## config.mk

```make
export PLATFORM = sky130hd
export DESIGN_NAME = uart_tx_arbiter
export DESIGN_NICKNAME = d
export VERILOG_FILES = /design/src/rtl/uart_arb_pkg.sv /design/src/rtl/rr_pick.sv /design/src/rtl/uart_tx_arbiter.sv
export SDC_FILE = /design/constraint.sdc
export NUM_CORES = 1
export LEC_CHECK = 0
export CORE_AREA = 4 4 71 73
export DETAILED_ROUTE_END_ITERATION = 16
export DIE_AREA = 0 0 75 77
export PLACE_DENSITY = 0.85
export SYNTH_ARGS = -nofsm -noshare
export SYNTH_HDL_FRONTEND = slang
export SYNTH_SLANG_ARGS = --single-unit
```

## constraint.sdc

```tcl
create_clock -name clk -period 3.3 [get_ports clk]
set_input_delay 0.495 -clock clk [delete_from_list [all_inputs] [get_ports clk]]
set_output_delay 0.495 -clock clk [all_outputs]
set_load 0.01 [all_outputs]
```

## src/rtl/uart_arb_pkg.sv

```systemverilog
// uart_arb_pkg
//   Shared definitions for the UART transmit arbiter:
//   - ua_state_t         : arbiter FSM state encoding
//   - UA_N_REQ_MAX       : largest supported requester count
//   - UA_TIMEOUT_DEFAULT : default cycles to wait for the UART to go busy
package uart_arb_pkg;

  typedef enum logic [1:0] {
    UA_IDLE,
    UA_STROBE,
    UA_WAIT_BUSY,
    UA_WAIT_IDLE
  } ua_state_t;

  localparam int unsigned UA_N_REQ_MAX       = 8;
  localparam int unsigned UA_TIMEOUT_DEFAULT = 1024;

endpackage

```

## src/rtl/rr_pick.sv

```systemverilog
// rr_pick
//   Purely combinational rotate-priority encoder. The search starts at
//   index ptr and wraps from N-1 back to 0; the first set request wins.
// Ports:
//   req       in  N  request vector
//   ptr       in  W  index searched first
//   valid     out 1  at least one request is set
//   grant_idx out W  index of the winning request (0 when !valid)
module rr_pick #(
  parameter int unsigned N = 4,
  parameter int unsigned W = $clog2(N)
) (
  input  logic [N-1:0] req,
  input  logic [W-1:0] ptr,
  output logic         valid,
  output logic [W-1:0] grant_idx
);

  logic [W-1:0] idx;

  always_comb begin
    valid     = 1'b0;
    grant_idx = '0;
    idx       = '0;
    for (int unsigned k = 0; k < N; k++) begin
      idx = W'((32'(ptr) + k) % N);
      if (!valid && req[idx]) begin
        valid     = 1'b1;
        grant_idx = idx;
      end
    end
  end

endmodule

```

## src/rtl/uart_tx_arbiter.sv

```systemverilog
// uart_tx_arbiter
//   Round-robin arbiter sharing one UART transmit channel among N_REQ byte
//   producers. A winner's byte is registered onto txdata with a one-cycle
//   ack, then launched with a one-cycle txclk pulse; the FSM then follows
//   the synchronized txready until the UART is idle again. A byte granted
//   with req_last=0 locks the channel to that requester until its final
//   byte is granted (or it withdraws its request). If the UART never goes
//   busy after a launch, err pulses and the arbiter returns to IDLE.
// Ports:
//   clk       in  1        system clock, posedge
//   reset     in  1        synchronous, active-high
//   req       in  N_REQ    per-requester byte pending
//   req_data  in  8*N_REQ  byte i at [8i+7:8i]
//   req_last  in  N_REQ    byte is the last of its packet
//   ack       out N_REQ    one-cycle capture pulse for the granted requester
//   txdata    out 8        byte presented to the UART
//   txclk     out 1        one-cycle launch pulse
//   txready   in  1        UART idle (asynchronous to clk)
//   busy      out 1        FSM not in IDLE
//   owner     out W        index of last-granted requester
//   err       out 1        one-cycle pulse on busy timeout
module uart_tx_arbiter
  import uart_arb_pkg::*;
#(
  parameter int unsigned N_REQ   = 4,
  parameter int unsigned TIMEOUT = UA_TIMEOUT_DEFAULT
) (
  input  logic                      clk,
  input  logic                      reset,
  input  logic [N_REQ-1:0]          req,
  input  logic [8*N_REQ-1:0]        req_data,
  input  logic [N_REQ-1:0]          req_last,
  output logic [N_REQ-1:0]          ack,
  output logic [7:0]                txdata,
  output logic                      txclk,
  input  logic                      txready,
  output logic                      busy,
  output logic [$clog2(N_REQ)-1:0]  owner,
  output logic                      err
);

  localparam int unsigned W  = $clog2(N_REQ);
  localparam int unsigned CW = $clog2(TIMEOUT + 1);
  localparam logic [CW-1:0] TMAX = CW'(TIMEOUT);

  ua_state_t      state;
  logic           txready_m;
  logic           txready_s;
  logic [W-1:0]   ptr;
  logic           locked;
  logic [CW-1:0]  cnt;

  logic [7:0]       req_byte [N_REQ];
  logic [N_REQ-1:0] cand;
  logic             pick_valid;
  logic [W-1:0]     pick_idx;

  for (genvar k = 0; k < N_REQ; k++) begin : g_bytes
    assign req_byte[k] = req_data[8*k +: 8];
  end

  function automatic logic [W-1:0] inc_idx(input logic [W-1:0] i);
    return (32'(i) == N_REQ - 1) ? '0 : i + 1'b1;
  endfunction

  // While locked only the owner may compete; its bit is the only candidate.
  always_comb begin
    cand = req;
    if (locked) begin
      cand = req & (N_REQ'(1) << owner);
    end
  end

  rr_pick #(
    .N (N_REQ)
  ) u_pick (
    .req       (cand),
    .ptr       (ptr),
    .valid     (pick_valid),
    .grant_idx (pick_idx)
  );

  assign busy = (state != UA_IDLE);

  always_ff @(posedge clk) begin
    if (reset) begin
      state     <= UA_IDLE;
      txready_m <= 1'b0;
      txready_s <= 1'b0;
      ptr       <= '0;
      locked    <= 1'b0;
      cnt       <= '0;
      ack       <= '0;
      txdata    <= '0;
      txclk     <= 1'b0;
      owner     <= '0;
      err       <= 1'b0;
    end else begin
      txready_m <= txready;
      txready_s <= txready_m;
      ack       <= '0;
      txclk     <= 1'b0;
      err       <= 1'b0;

      case (state)
        UA_IDLE: begin
          if (txready_s) begin
            if (locked && !req[owner]) begin
              // Owner withdrew mid-packet: release the channel and move the
              // search past it; the next grant happens on the following cycle.
              locked <= 1'b0;
              ptr    <= inc_idx(owner);
            end else if (pick_valid) begin
              txdata <= req_byte[pick_idx];
              ack    <= N_REQ'(1) << pick_idx;
              owner  <= pick_idx;
              if (req_last[pick_idx]) begin
                locked <= 1'b0;
                ptr    <= inc_idx(pick_idx);
              end else begin
                locked <= 1'b1;
              end
              state <= UA_STROBE;
            end
          end
        end

        UA_STROBE: begin
          txclk <= 1'b1;
          cnt   <= '0;
          state <= UA_WAIT_BUSY;
        end

        UA_WAIT_BUSY: begin
          if (!txready_s) begin
            state <= UA_WAIT_IDLE;
          end else if (cnt == TMAX) begin
            // Counter holds TIMEOUT for one cycle before the abort, so err
            // lands TIMEOUT+1 cycles after the txclk cycle.
            err    <= 1'b1;
            locked <= 1'b0;
            state  <= UA_IDLE;
          end else begin
            cnt <= cnt + 1'b1;
          end
        end

        UA_WAIT_IDLE: begin
          if (txready_s) begin
            state <= UA_IDLE;
          end
        end

        default: state <= UA_IDLE;
      endcase
    end
  end

endmodule
```

==> results.yml <==
sta:
  slew_violations: 0
  relSlewSlack_pct: 57.7
  setup_viol: 0
  hold_ws_ps: 449
  hold_viol: 0
  tightest_slew_ps: 634
  fmax_mhz: 333
  rsz0062_at_grt: "no"
  post-route-period-util_pct: 91.0
  finClkSkew_ps: 9.70
  fin_setup_tns_ps: 0
  min_period_ps: 3000
detailed_routing:
  ant_nets: 0
  via_per_inst: 5.55
  routed_wl_um: 5110
  drt-initial-drc-count: 94
  post_drt_wl_per_cell_um: 14.8
  post-route-drc-count: 0
  dr.pass1.iters: 4
  vias: 1914
critical_path:
  reg2reg_slack_ps: 300
  crit_chain: "inv_1, ha_1, mux2i_1, a221o_1, nand2_1, o311ai_1, or2_4, inv_2, ha_1, o311a_1, a221oi_2"
  cp.arrival_ps: 3210
  slowest_delay_ps: 510
  crit_path_max_fanout: 7
  cp-end-kind: "flip-flop"
  critPathLaunchType: "flip-flop"
  critical_path_required_ps: 3510
  cp_slowest_cell: "dfxtp_1"
  crit_start: "owner[0]"
  critical_path_class: "flip-flop to flip-flop"
  regToRegStartpoint: "owner[0]"
  cp_common_cell: "ha_1"
global_route:
  grt_usage_pct: 19.0
  grt_first_pass_wirelength_um: 8650
  grt_use_met2_pct: 29.8
  grt_pass1_vias: 1816
  met3_usage_pct: 3.53
  grt.busiest_layer: "met2"
  globalRouteMet1Util_pct: 25.7
  antenna_found_initial: 0
  grt-ovfl-total: 0
  grt_start_max_net_pins: 17
power:
  combPwrFrac_pct: 26.8
  power_leakage_nw: 1.09
  p_per_area_nw_per_um2: 357
  p_sw_mw: 0.278
  sw_frac_of_total_pct: 28.2
  p_seq_share_pct: 44.2
  vdd_drop_max_uv: 262
  pwr-share-clk_pct: 29.0
  p_int_mw: 0.707
cts:
  cts_buffers: 5
  clock_path_buffers: 2
  hold_buffers: 0
  post_cts_buffers: 0
  cts_root_buffer: "clkbuf_8"
  clkTransAtPathRegs_ps: 70
  clock-sinks: 34
  cts_tree: "yes"
  h-tree-depth: 2
  postCtsResizedCells: 0
  clock_latency_ps: 290
floorplan:
  row_count: 24
  design.core.area_um2: 4350
  die_w_um: 75
  fp.dieArea_um2: 5780
  die_h_um: 77
  io-pin-count: 60
  initial_core_util_pct: 47.5
synth:
  synthTopCellsByArea: "dfxtp_1, mux2i_1, nor2_1"
  seq_area_frac_synth_pct: 32.9
  yosysTopAreaCellShare_pct: 32.9
  synth.avg_cell_area_um2: 8.91
  ys_dominant_reg_cell: "dfxtp_1"
  synth_area_um2: 2070
  yosysUniqueCellTypes: 49
  ys_warn_count: 0
  synth_edf_count: 0
  synth-async-reset-ratio_pct: 0
  synth_nets: 282
  synth_cells: 232
  ys_seq_elements: 34
  yosysTopAreaCell: "dfxtp_1"
place:
  portBuffers: 59
  hpwl_um: 3940
  gp_congestion: 1.06
  placed_area_um2: 2680
  dp.cells: 338
cells_and_area:
  fin_cells: 345
  nNetsFinal: 343
  fin_area_um2: 2760
  drive_above_1_share_pct: 12.6
  area.growth.synth_to_final_pct: 33.5
  n_antenna_cell: 0
run_status:
  status: "finished, final reports clean"
worst_hold_path:
  min_path_type: "flip-flop to flip-flop"
  min-delay-start: "txready_m"
run:
  maxCapViolCount: 0
==> layer usage <==
layer,vias to the layer above,routed length [µm]
met1,877,2290
met4,0,63
li1,960,-
met3,4,269
met2,73,2490
met5,-,0
==> flip-flops by register name, indices dropped and copies added, names as in the netlist <==
name,flops
locked,1
owner,2
state,2
ptr,2
txready_m,1
ack,4
txclk,1
txdata,8
cnt,11
err,1
txready_s,1
==> cell type report <==
cell class,instances,area [µm²]
multi-input cells,177,1260
clock buffers,5,68.8
well taps,52,65.1
flip-flops and latches,34,681
clock inverters,2,10.0
repair buffers,64,628
fillers,362,1600
inverters,11,41.3
==> synth_stat cells, types with 4 or more instances <==
master	instances
dfxtp_1	34
nor2_1	28
mux2i_1	25
nand2_1	15
nand3_1	14
a21oi_1	10
inv_1	9
mux2_2	9
ha_1	7
o21ai_0	7
xor2_1	7
o21ai_2	6
clkbuf_1	5
nor3_1	4
==> cells in the final DEF (no fill, tap or decap), types with 4 or more instances in the layout <==
| master | count |
|---|---|
| inv_1 | 9 |
| nor3_1 | 4 |
| mux2_2 | 9 |
| nor2_1 | 28 |
| o21ai_2 | 6 |
| o21ai_0 | 7 |
| clkdlybuf4s50_1 | 59 |
| xor2_1 | 7 |
| mux2i_1 | 25 |
| ha_1 | 7 |
| nand3_1 | 14 |
| a21oi_1 | 10 |
| nand2_1 | 15 |
| dfxtp_1 | 34 |
| buf_4 | 5 |
| clkbuf_8 | 5 |
==> power by group through the flow <==
stage	Sequential, mW	Clock, mW	Combinational (mW)
after floorplan	0.440	0	0.181
after global placement	0.443	0	0.258
after detailed placement	0.444	0	0.262
after CTS	0.435	0.293	0.264
after global routing	0.437	0.311	0.288
final	0.436	0.286	0.264
==> worst paths after layout <==
kind                to  cells past startpoint
max             ptr[0]                     11
min          txready_s                      1
max reg2reg     ptr[0]                     11
min reg2reg  txready_s                      1
==> logic make-up after synthesis <==
| group | count (synthesis) | share of synthesized area [%] |
|---|---|---|
| buffers and inverters | 21 | 5.87 |
| AOI/OAI and AO/OA | 43 | 15.1 |
| and+or+nand+nor | 84 | 20.3 |
| DFF | 34 | 32.9 |
| xor gates and xnor gates | 8 | 3.39 |
| muxes | 35 | 18.1 |
| adders and majority gates | 7 | 4.24 |
==> through the flow <==
stage               util, %  setup WS [ps]  total power [mW]
detailed placement     61.6            234             0.706
CTS                    63.4            357             0.992
floorplan                 -            700             0.621
global placement       61.6            313             0.701
global route           63.4            118              1.04
finish                 63.4            297             0.985
==> critical path, delay by kind of cell (launching register included) <==
kind	cells	cell delay (ps)
AOI/OAI and AO/OA	4	1240
DFF	1	510
muxes	1	200
and+or+nand+nor	2	330
adders and majority gates	2	450
buffers and inverters	2	190
No activity file was read; power rests on OpenSTA's default activity.
